`src/rtl/alu_pkg.sv`:
```
// Shared ALU definitions: default widths, FSM state encoding and saturation limits.
package alu_pkg;

  localparam int unsigned DEF_WIDTH = 16;
  localparam int unsigned DEF_NIB   = 4;

  typedef enum logic [1:0] {
    IDLE = 2'b00,
    CALC = 2'b01,
    DONE = 2'b10
  } state_t;

  localparam logic [15:0] SAT_POS = 16'h7FFF;
  localparam logic [15:0] SAT_NEG = 16'h8000;

endpackage

```
`src/rtl/addsub_serial_16bit_if.sv`:
```
// Operand/result handshake bundle for the nibble-serial add/sub unit.
interface addsub_serial_16bit_if
  import alu_pkg::*;
#(
  parameter int unsigned WIDTH = DEF_WIDTH
);

  logic             in_valid;
  logic             in_ready;
  logic [WIDTH-1:0] A;
  logic [WIDTH-1:0] B;
  logic             sub;
  logic             out_valid;
  logic             out_ready;
  logic [WIDTH-1:0] SUM;
  logic             OVFL;

  modport master (
    output in_valid, A, B, sub, out_ready,
    input  in_ready, out_valid, SUM, OVFL
  );

  modport slave (
    input  in_valid, A, B, sub, out_ready,
    output in_ready, out_valid, SUM, OVFL
  );

endinterface

```
`src/rtl/addsub_digit_4bit.sv`:
```
// Combinational NIB-bit carry-lookahead digit adder, reused once per CALC cycle.
module addsub_digit_4bit
  import alu_pkg::*;
#(
  parameter int unsigned NIB = DEF_NIB
) (
  input  logic [NIB-1:0] a,
  input  logic [NIB-1:0] b,
  input  logic           cin,
  output logic [NIB-1:0] s,
  output logic           cout
);

  logic [NIB-1:0] g;
  logic [NIB-1:0] p;
  logic [NIB:0]   c;
  logic           grp_g;
  logic           grp_p;
  int unsigned    j;

  // Each carry is formed from the group generate/propagate of bits [i:0] and cin.
  always_comb begin
    g     = a & b;
    p     = a ^ b;
    c     = '0;
    grp_g = 1'b0;
    grp_p = 1'b0;
    j     = 0;
    c[0]  = cin;
    for (int unsigned i = 0; i < NIB; i++) begin
      grp_g = g[i];
      grp_p = p[i];
      for (int unsigned k = 0; k < i; k++) begin
        j     = i - 1 - k;
        grp_g = grp_g | (grp_p & g[j]);
        grp_p = grp_p & p[j];
      end
      c[i+1] = grp_g | (grp_p & cin);
    end
    s    = p ^ c[NIB-1:0];
    cout = c[NIB];
  end

endmodule

```
`src/rtl/addsub_serial_16bit.sv`:
```
// Nibble-serial signed saturating adder/subtractor with valid/ready handshakes.
module addsub_serial_16bit
  import alu_pkg::*;
#(
  parameter int unsigned WIDTH = DEF_WIDTH,
  parameter int unsigned NIB   = DEF_NIB
) (
  input  logic                  clk,
  input  logic                  rst,
  addsub_serial_16bit_if.slave  bus
);

  localparam int unsigned      STEPS = WIDTH / NIB;
  localparam int unsigned      CW    = (STEPS > 1) ? $clog2(STEPS) : 1;
  localparam logic [CW-1:0]    LAST  = CW'(STEPS - 1);
  localparam logic [WIDTH-1:0] SAT_P = {1'b0, {(WIDTH-1){1'b1}}};
  localparam logic [WIDTH-1:0] SAT_N = {1'b1, {(WIDTH-1){1'b0}}};

  state_t           state;
  logic [CW-1:0]    cnt;
  logic             carry;
  logic [WIDTH-1:0] op_a;
  logic [WIDTH-1:0] op_b;
  logic [WIDTH-1:0] acc;
  logic             sign_a;
  logic             sign_b;
  logic [NIB-1:0]   dig_s;
  logic             dig_c;
  logic [WIDTH-1:0] sum_next;
  logic             ov;

  addsub_digit_4bit #(.NIB(NIB)) u_digit (
    .a    (op_a[NIB-1:0]),
    .b    (op_b[NIB-1:0]),
    .cin  (carry),
    .s    (dig_s),
    .cout (dig_c)
  );

  // Operand sign bits are kept aside because the operand registers shift out.
  always_comb begin
    sum_next      = {dig_s, acc[WIDTH-1:NIB]};
    ov            = (sign_a == sign_b) && (sum_next[WIDTH-1] != sign_a);
    bus.in_ready  = (state == IDLE);
    bus.out_valid = (state == DONE);
  end

  always_ff @(posedge clk or posedge rst) begin
    if (rst) begin
      state    <= IDLE;
      cnt      <= '0;
      carry    <= 1'b0;
      op_a     <= '0;
      op_b     <= '0;
      acc      <= '0;
      sign_a   <= 1'b0;
      sign_b   <= 1'b0;
      bus.SUM  <= '0;
      bus.OVFL <= 1'b0;
    end else begin
      case (state)
        IDLE: begin
          if (bus.in_valid) begin
            op_a   <= bus.A;
            op_b   <= bus.sub ? ~bus.B : bus.B;
            sign_a <= bus.A[WIDTH-1];
            sign_b <= bus.sub ? ~bus.B[WIDTH-1] : bus.B[WIDTH-1];
            carry  <= bus.sub;
            cnt    <= '0;
            state  <= CALC;
          end
        end
        CALC: begin
          acc   <= sum_next;
          op_a  <= op_a >> NIB;
          op_b  <= op_b >> NIB;
          carry <= dig_c;
          cnt   <= cnt + 1'b1;
          if (cnt == LAST) begin
            bus.SUM  <= ov ? (sign_a ? SAT_N : SAT_P) : sum_next;
            bus.OVFL <= ov;
            state    <= DONE;
          end
        end
        DONE: begin
          if (bus.out_ready) state <= IDLE;
        end
        default: state <= IDLE;
      endcase
    end
  end

endmodule
```
`src/flat_wrapper.sv`:
```
// flat-port wrapper written by rule: the top's interface ports become plain ports
module addsub_serial_16bit_flat import alu_pkg::*;
#(
  parameter int unsigned WIDTH = DEF_WIDTH,
  parameter int unsigned NIB   = DEF_NIB
)
  (clk, rst, bus_in_valid, bus_A, bus_B, bus_sub, bus_out_ready, bus_in_ready, bus_out_valid, bus_SUM, bus_OVFL);
  addsub_serial_16bit_if #(.WIDTH(WIDTH)) bus_i ();
  input  logic clk;
  input  logic rst;
  input wire logic [$bits(bus_i.in_valid)-1:0] bus_in_valid;
  input wire logic [$bits(bus_i.A)-1:0] bus_A;
  input wire logic [$bits(bus_i.B)-1:0] bus_B;
  input wire logic [$bits(bus_i.sub)-1:0] bus_sub;
  input wire logic [$bits(bus_i.out_ready)-1:0] bus_out_ready;
  output wire logic [$bits(bus_i.in_ready)-1:0] bus_in_ready;
  output wire logic [$bits(bus_i.out_valid)-1:0] bus_out_valid;
  output wire logic [$bits(bus_i.SUM)-1:0] bus_SUM;
  output wire logic [$bits(bus_i.OVFL)-1:0] bus_OVFL;
  assign bus_i.in_valid = bus_in_valid;
  assign bus_i.A = bus_A;
  assign bus_i.B = bus_B;
  assign bus_i.sub = bus_sub;
  assign bus_i.out_ready = bus_out_ready;
  assign bus_in_ready = bus_i.in_ready;
  assign bus_out_valid = bus_i.out_valid;
  assign bus_SUM = bus_i.SUM;
  assign bus_OVFL = bus_i.OVFL;
  addsub_serial_16bit #(.WIDTH(WIDTH), .NIB(NIB)) u_core (.clk(clk), .rst(rst), .bus(bus_i));
endmodule
```
`config.mk`:
```
export PLATFORM = sky130hd
export DESIGN_NAME = addsub_serial_16bit_flat
export DESIGN_NICKNAME = d
export VERILOG_FILES = /design/src/rtl/alu_pkg.sv /design/src/rtl/addsub_serial_16bit_if.sv /design/src/rtl/addsub_digit_4bit.sv /design/src/rtl/addsub_serial_16bit.sv /design/src/flat_wrapper.sv
export SDC_FILE = /design/constraint.sdc
export NUM_CORES = 1
export LEC_CHECK = 0
export BUFFER_PORTS_ARGS = -buffer_cell sky130_fd_sc_hd__buf_4
export CAP_MARGIN = 20
export CORE_MARGIN = 10
export CORE_UTILIZATION = 50
export DETAILED_ROUTE_END_ITERATION = 16
export PLACE_DENSITY = 0.75
export SYNTH_ARGS = -nofsm -noshare
export SYNTH_HDL_FRONTEND = slang
export SYNTH_SLANG_ARGS = --single-unit
```
`constraint.sdc`:
```
create_clock -name clk -period 1.95 [get_ports clk]
set_input_delay 0.195 -clock clk [delete_from_list [all_inputs] [get_ports clk]]
set_output_delay 0.195 -clock clk [all_outputs]
set_load 0.05 [all_outputs]
```
==> run metrics, run 1 <==
outcome completed; DRC viols 0; sequential area share after synthesis 53.5%; crit-path max FO 15; Placed Cells 455; M1 wire length around 3 mm; Post-synth ARST share 100%; core area 6280 µm²; H-tree levels 3; placer congestion estimate 0.779; Root Buffer clkbuf_8; overall routing resource usage ~14%; final WL 6.53 mm; Pins Over Slew Limit 0; largest net degree at the start of global routing 37; vias in the first global route roughly 2500; nets 433; critical path endpoint category flop; r2r setup slk 0.12 ns; GRT Residual Overflow 0; Critical Path RT between 2 and 2.5 ns; WL met2 2.99 mm; EDFF count, synth 0; Synth Instances 332; Die Ht 99.8 µm; Clock Path Buffers 2; Netlist cell types 31; overall power 7.63 mW; Fillers 549; Starting DRT DRC Count 82; top sig layer met4; Rows 29; Synth Warn # 0; Setup CP Type reg2reg; Post-DP HPWL 4.76 mm; ratio of final minimum period to clock period between 90% and 100%; Slew @ Worst Pin 0.658 ns; global-route wire length before repair 11.5 mm; TritonCTS buffer count 9; syn avg cell area 9.58 µm²; pre-CTS setup slack 0.0926 ns; Netlist Area Pre-Place ~3200 µm²; share of layout cells above drive strength 1 25.4%; Final Hold Fails 0; Clock Latency Late Sink 0.34 ns; CTS tree done; Setup TNS Final 0 ns; Reg clk slew, reported paths about 0.07 ns; Max-slew headroom 56.1%; Peak VDD IR 1020 µV; Antenna Nets Post-Route 0; fin cells about 470; Power Dens Cells 1950 nW/µm²; Hold WS 0.0391 ns; Max Fclk 547 MHz; Port Buffer Count 55; worst r2r path cells 7; unrepaired setup endpoints after global routing no; Hold Crit Class in2reg; max-cap viol count 0; minimum clock period 1.83 ns; #FFs+latches synth approximately 70; Synth Net Count 375; initial antenna violation count 0; wire length on met3 406 µm; r2r startpoint u_core.op_b[0]$_DFFE_PP0P_; min-delay src bus_out_ready; startpoint types flop; ys flop type dfrtp_1; Critical Path AT between 2 and 2.5 ns; Top Ports 56; final setup violation count 0; ANT cells 0; TritonCTS Sinks 68; reg2reg end u_core.bus.SUM[14]$_DFFE_PP0P_; DR vias approximately 2400; drt wl/cell approximately 14 µm; drt first pass iters 5; hold path endpoint u_core.state[1]$_DFFE_PP0P_; Die W ~100 µm; worst-case clock skew between 0.01 and 0.015 ns; synth-to-layout area growth 23.0%; Die ar. approximately 10000 µm²; hold depth 2; Pleak 1.84 nW; Initial Util 50.7%; DR vias/cell 5.13; final worst slack 0.121 ns
## cell families after synthesis
family | synth area share (%)
flip-flops | 53.5
multiplexers | 0.708
adder cells (fa/ha/maj) | 2.60
AO/OA/AOI/OAI | 15.7
XOR/XNOR | 5.82
buffers and inverters | 3.97
AND/OR/NAND/NOR | 17.8
## final cells by class
cell class / instances / area [µm²] / area share (%)
tap: 77 / 96.3 / 2.46
inverter: 6 / 22.5 / 0.575
multi-input combinational: 237 / 1370 / 35.0
timing repair buffer: 68 / 538 / 13.7
sequential: 68 / 1700 / 43.5
clock buffer: 13 / 149 / 3.80
clock inverter: 2 / 35.0 / 0.895
## synthesized netlist by cell type (2+ instances only)
cell	n	share of area (%)
a211oi_1	3	0.71
a21oi_1	9	1.4
a21oi_2	11	3.0
a221o_1	12	3.8
a31oi_1	12	2.4
buf_1	2	0.24
buf_2	8	1.3
buf_6	2	0.71
clkbuf_1	9	1.1
dfrtp_1	68	53
ha_1	5	2.0
inv_1	6	0.71
nand2_1	88	10
nand2b_1	5	0.98
nor2_1	46	5.4
o21ai_0	15	2.4
xnor2_1	16	4.4
xor2_1	2	0.55
## stage by stage
| stage | utilization (%) | instance area (µm²) |
|---|---|---|
| floorplan | - | 3180 |
| global placement | 59.1 | 3710 |
| detailed placement | 59.1 | 3710 |
| CTS | 62.1 | 3900 |
| global route | 62.3 | 3910 |
| finish | 62.3 | 3910 |
## layer usage
metal / up-vias / track usage (%)
met1: 1140 / 17.6
li1: 1209 / -
met4: 0 / 5.95
met2: 60 / 21.6
met3: 8 / 4.33
met5: - / 0
## worst max-delay path, cell delays in order, from the launching register on
cell and delay [ns]:
dfrtp_1 0.40, ha_1 0.33, a41oi_2 0.24, o21ai_4 0.13, xor2_4 0.19, a21oi_4 0.16, buf_12 0.17, a21oi_1 0.08
## flip-flops by register name (all words and copies together), names as in the netlist
name,flops
u_core.acc,12
u_core.bus.OVFL,1
u_core.bus.SUM,16
u_core.carry,1
u_core.cnt,2
u_core.op_a,16
u_core.op_b,16
u_core.sign_a,1
u_core.sign_b,1
u_core.state,2
## power by group
group	switching, mW	internal, mW
sequential	0.440	2.12
clock	0.490	0.618
combinational	2.45	1.52
## what timing repair did
item / 4_1_cts / 5_1_grt
gates resized for setup: 0 / 2
setup endpoints to repair: 0 / 7
hold endpoints to repair: 68 / 0
hold buffers: 1 / 0
setup buffers: 0 / 0
## worst max path at each step
stage                                     from                             end  cells after the start
floorplan                                  rst      u_core.acc[10]$_DFFE_PP0P_                      1
global route        u_core.op_b[2]$_DFFE_PP0P_   u_core.bus.SUM[8]$_DFFE_PP0P_                      7
CTS                 u_core.op_b[1]$_DFFE_PP0P_  u_core.bus.SUM[14]$_DFFE_PP0P_                      7
finish              u_core.op_b[0]$_DFFE_PP0P_  u_core.bus.SUM[14]$_DFFE_PP0P_                      7
detailed placement  u_core.op_b[1]$_DFFE_PP0P_  u_core.bus.SUM[14]$_DFFE_PP0P_                      7
global placement    u_core.op_b[1]$_DFFE_PP0P_  u_core.bus.SUM[13]$_DFFE_PP0P_                      7
## cells in the final DEF, fill, tap and decap left out, types with 10 or more instances in the layout
| master | instances |
|---|---|
| nand2_1 | 88 |
| dfrtp_1 | 68 |
| buf_4 | 65 |
| nor2_1 | 45 |
| xnor2_1 | 16 |
| o21ai_0 | 15 |
| a31oi_1 | 12 |
| a221o_1 | 12 |
| a21oi_2 | 11 |
| clkbuf_8 | 10 |
Note: power is estimated with default switching activity, not from simulation.
==> run 2, diff against run 1 <==
CELL_PAD_IN_SITES_DETAIL_PLACEMENT = 1   (was not set)
CELL_PAD_IN_SITES_GLOBAL_PLACEMENT = 1   (was not set)
CORE_UTILIZATION = 38   (was 50)
PLACE_DENSITY = not set   (was 0.75)
PLACE_DENSITY_LB_ADDON = 0.1   (was not set)
SETUP_SLACK_MARGIN = 0.15   (was not set)
==> run 2 against run 1 <==
  * Global-route usage decreased by 1.2 points
  * Sequential share of layout area decreased by 2.3 points
  * Cell count increased by 6.8%
  * Routed wire length increased by 20%
  * Clock-buffer cell count increased by 1
  * Via count increased by 2.9%
  * Non-clock buffer count increased by 4
  * First-iteration DRC count decreased by 26%
  * Combinational power increased by 12%
  * Register-to-register slack got worse by 0.03 ns
  * Critical endpoint is now u_core.bus.SUM[5]$_DFFE_PP0P_
==> run metrics, run 2 (synthesized netlist as in run 1, its figures left out) <==
vias in the first global route about 2600; Fillers 945; pre-CTS setup slack 0.0802 ns; DR vias/cell 4.94; largest net degree at the start of global routing 44; global-route wire length before repair 13.1 mm; Die W 112 µm; Initial Util 38.9%; minimum clock period about 1.9 ns; Largest regs u_core.bus.SUM: 16 flops, u_core.op_a: 16 flops, u_core.op_b: 16 flops; share of layout cells above drive strength 1 30.2%; dpl cell area 3780 µm²; Rows 33; min-delay src bus_out_ready; Pins Over Slew Limit 0; Antenna Nets Post-Route 0; Max Fclk 537 MHz; final setup violation count 0; Critical Path AT 2.14 ns; final worst slack 0.0888 ns; Slew @ Worst Pin 0.690 ns; drt wl/cell approximately 16 µm; Pleak 1.89 nW; crit-path max FO 8; Peak VDD IR 637 µV; Final Hold Fails 0; Starting DRT DRC Count 61; DRC viols 0; unrepaired setup endpoints after global routing yes; ANT cells 0; worst r2r path cells 7; Die ar. about 12000 µm²; most frequent cells in the layout 78 x nand2_1, 68 x dfrtp_1, 65 x buf_4; Die Ht about 110 µm; TritonCTS buffer count 9; worst-case clock skew 0.0143 ns; Port Buffer Count 55; max-cap viol count 0; overall routing resource usage 12.7%; nets between 400 and 500; design area 4130 µm²; reg2reg end u_core.bus.SUM[5]$_DFFE_PP0P_; core area 8180 µm²; GRT Residual Overflow 0; Max-slew headroom ~54%; Clock Path Buffers 2; Root Buffer clkbuf_8; hold path endpoint u_core.state[1]$_DFFE_PP0P_; drt first pass iters 4; commonest non-fill, non-tap cell in the layout nand2_1; placer congestion estimate 0.771; CTS tree done; DR vias between 2000 and 2500; overall power 8.16 mW; initial antenna violation count 0; critical path endpoint category flop; r2r startpoint u_core.op_b[1]$_DFFE_PP0P_; outcome completed; startpoint types flop; Setup TNS Final 0 ns; Setup CP Type reg2reg; r2r setup slk 0.09 ns; TritonCTS Sinks 68; hold depth 2; Clock Latency Late Sink approximately 0.35 ns; CP startpoint u_core.op_b[1]$_DFFE_PP0P_; Hold Crit Class in2reg; Power Dens Cells 1970 nW/µm²; Top Ports 56; synth-to-layout area growth 29.8%; Final Util 50.5%; Reg clk slew, reported paths 0.07 ns; Critical Path RT 2.23 ns; ratio of final minimum period to clock period 95.4%; final WL 7.81 mm; H-tree levels 3; Post-DP HPWL ~5.5 mm
## run 2: metrics by stage
step                hold slack (ns)  std cells
finish                       0.0392        503
CTS                          0.0401        499
detailed placement            0.301        482
floorplan                     0.303        332
global route                 0.0314        503
global placement              0.304        482
## run 2: per-layer routing
layer | GRT usage [%] | part of all wire, % | vias to the layer above
met2 | 20.0 | 49 | 47
li1 | - | - | 1222
met5 | 0 | 0 | -
met1 | 16.0 | 46 | 1211
met3 | 4.03 | 4.6 | 6
met4 | 4.88 | 1.0 | 0
## run 2: cell type report
| type | instances | area (µm²) | area share (%) |
|---|---|---|---|
| flip-flops and latches | 68 | 1700 | 41.2 |
| well taps | 105 | 131 | 3.18 |
| clock buffers | 14 | 183 | 4.42 |
| multi-input cells | 237 | 1460 | 35.3 |
| clock inverters | 1 | 5.00 | 0.121 |
| inverters | 6 | 28.8 | 0.697 |
| repair buffers | 72 | 623 | 15.1 |
## run 2: worst max-delay path by stage
stage	end	slack, ns	cells past startpoint
6_report	u_core.bus.SUM[5]$_DFFE_PP0P_	0.09	7
4_1_cts	u_core.bus.SUM[13]$_DFFE_PP0P_	0.11	7
3_3_place_gp	u_core.bus.SUM[7]$_DFFE_PP0P_	0.13	7
5_1_grt	u_core.bus.SUM[6]$_DFFE_PP0P_	0.01	7
2_1_floorplan	u_core.bus.SUM[4]$_DFFE_PP0P_	0.17	7
3_5_place_dp	u_core.bus.SUM[13]$_DFFE_PP0P_	0.08	7
## run 2: where the power goes
part	switching [mW]	internal, mW	leakage [nW]	total (mW)
clock network	0.510	0.593	0.0986	1.10
logic	2.65	1.79	0.969	4.44
registers	0.494	2.12	0.826	2.61
total	3.65	4.50	1.89	8.16
## run 2: timing repair
| item | 4_1_cts | 5_1_grt |
|---|---|---|
| buffers inserted | 1 | 3 |
| pin swaps | 1 | 22 |
| endpoints found under the setup margin | 15 | 16 |
| endpoints found under the hold margin | 25 | 0 |
| hold buffers | 1 | 0 |
| gates resized for setup | 1 | 20 |
| gates cloned | 0 | 1 |
## run 2: critical path, stage by stage (launching register included)
cell and delay [ns]:
dfrtp_1 0.42, ha_4 0.31, a21oi_4 0.06, o21ai_4 0.24, mux2i_4 0.36, clkbuf_16 0.22
nand2_2 0.07, a21oi_2 0.11
==> run 3, diff against run 2 <==
SETUP_SLACK_MARGIN = 0.02   (was 0.15)
==> run 3 against run 2 <==
  * Sequential share of layout area up 1.6 points
  * Die area unchanged
  * Critical path depth unchanged
  * Largest power group unchanged
==> run metrics, run 3 (synthesized netlist as in run 1, its figures left out) <==
worst-case clock skew 0.00764 ns; final setup violation count 0; Reg clk slew, reported paths 0.07 ns; met2 Use GR 19.8%; DR vias 2427; global-route wire length before repair 12.7 mm; Port Buffer Count 55; DR vias/cell 4.89; Sequential Area 1700 µm²; Most Used Layer, Global Route met2; crit-path max FO 15; Slew @ Worst Pin 0.694 ns; startpoint types flop; Max-slew headroom 53.7%; max-cap viol count 0; vias in the first global route roughly 2600; GRT Residual Overflow 0; Top Ports 56; met1 Use GR 14.4%; Peak VDD IR 576 µV; minimum clock period 1.82 ns; H-tree levels 3; critical path endpoint category flop; Rows 33; Post-DP HPWL 5.31 mm; Root Buffer clkbuf_8; outcome completed; Power Dens Cells about 1900 nW/µm²; min-delay src bus_out_ready; final WL 7.40 mm; Antenna Nets Post-Route 0; Initial Util 38.9%; Pins Over Slew Limit 0; r2r startpoint u_core.op_b[0]$_DFFE_PP0P_; most frequent cells in the layout 88 x nand2_1, 68 x dfrtp_1, 58 x buf_4; drt first pass iters 4; overall routing resource usage roughly 12%; worst path cell trace ha_1 > a41oi_2 > o21ai_4 > xor2_4 > a21oi_4 > buf_12 > a21oi_1; Critical Path RT approximately 2.2 ns; initial antenna violation count 0; Setup TNS Final 0 ns; commonest non-fill, non-tap cell in the layout nand2_1; placer congestion estimate 0.721; multi-input logic area 1370 µm²; Clock Path Buffers 2; Hold Crit Class in2reg; Die Ht 112 µm; Fillers 938; ratio of final minimum period to clock period 93.5%; DRC viols 0; core area 8180 µm²; reg2reg end u_core.bus.SUM[11]$_DFFE_PP0P_; design area 3980 µm²; nets 430; post-CTS setup buffer count 0; Die W 112 µm; TritonCTS buffer count 9; Final Hold Fails 0; largest incremental delay on the critical path 0.40 ns; Pleak 1.85 nW; Max Fclk between 500 and 600 MHz; r2r setup slk 0.13 ns; Starting DRT DRC Count 99; worst r2r path cells 7; hold depth 2; Die ar. 12400 µm²; Critical Path AT 2.04 ns; Clock Latency Late Sink 0.34 ns; global-route track usage on met3 3.97%; hold path endpoint u_core.state[1]$_DFFE_PP0P_; ANT cells 0; Slowest-stage cell, CP dfrtp_1; dpl cell area 3770 µm²; CTS tree done; Setup CP Type reg2reg; share of layout cells above drive strength 1 between 20% and 30%; unrepaired setup endpoints after global routing yes; largest net degree at the start of global routing 69; Largest regs u_core.bus.SUM: 16 flops, u_core.op_a: 16 flops, u_core.op_b: 16 flops; drt wl/cell 14.9 µm; synth-to-layout area growth 25.1%; TritonCTS Sinks slightly below 70
[run 3: cell count changes in the layout (fill, tap and decap cells not counted), sizes merged]
cell / previous run / this run
inv: 5 / 6
buf: 70 / 64
clkinvlp: 1 / 0
clkbuf: 15 / 14
[run 3: stage by stage]
step           power [mW]  std cells  hold WS, ns  setup WS [ns]  utilization [%]
2_1_floorplan        5.52        332        0.303         0.0435                -
3_3_place_gp         6.60        480        0.310          0.111             46.1
4_1_cts              7.83        496       0.0265         0.0575             48.5
3_5_place_dp         6.72        480        0.314         0.0785             46.1
5_1_grt              8.40        496       0.0178         0.0166             48.7
6_report             7.73        496       0.0371          0.127             48.7
[run 3: metal layers]
layer / part of all wire [%] / wire length, µm / up-vias
met5: 0 / 0 / -
met3: 4.4 / 329 / 7
met4: 1.1 / 79 / 0
met2: 48 / 3560 / 40
li1: - / - / 1201
met1: 46 / 3430 / 1179
[run 3: worst max-delay path, delay by kind of cell (launching register included)]
| family | cells | cell delay, ns |
|---|---|---|
| adders and majority gates | 1 | 0.34 |
| DFF | 1 | 0.40 |
| xor gates and xnor gates | 1 | 0.19 |
| buffers and inverters | 1 | 0.17 |
| AOI/OAI and AO/OA | 4 | 0.61 |
[run 3: worst max path at each step]
| stage | startpoint | to | slack [ns] | cells past startpoint |
|---|---|---|---|---|
| 2_1_floorplan | rst | u_core.acc[10]$_DFFE_PP0P_ | 0.04 | 1 |
| 3_3_place_gp | u_core.op_b[1]$_DFFE_PP0P_ | u_core.bus.SUM[13]$_DFFE_PP0P_ | 0.11 | 7 |
| 3_5_place_dp | u_core.op_b[1]$_DFFE_PP0P_ | u_core.bus.SUM[14]$_DFFE_PP0P_ | 0.08 | 7 |
| 4_1_cts | u_core.op_b[1]$_DFFE_PP0P_ | u_core.bus.SUM[11]$_DFFE_PP0P_ | 0.06 | 7 |
| 5_1_grt | u_core.op_b[2]$_DFFE_PP0P_ | u_core.bus.SUM[13]$_DFFE_PP0P_ | 0.02 | 7 |
| 6_report | u_core.op_b[0]$_DFFE_PP0P_ | u_core.bus.SUM[11]$_DFFE_PP0P_ | 0.13 | 7 |
[run 3: repair_timing]
item,in CTS,in global routing
gates resized for setup,0,2
endpoints found under the setup margin,0,15
endpoints found under the hold margin,68,0
hold buffers,1,0
[run 3: final cells by class]
cell class	count	area share (%)
Tap cell	105	3.30
Clock buffer	14	4.59
Timing Repair Buffer	65	14.2
Sequential cell	68	42.8
Clock inverter	1	0.126
Multi-Input combinational cell	237	34.5
Inverter	6	0.566
[run 3: power by group]
part / switching [mW] / internal (mW) / total (mW)
registers: 0.447 / 2.12 / 2.56
clock network: 0.500 / 0.593 / 1.09
logic: 2.52 / 1.56 / 4.08
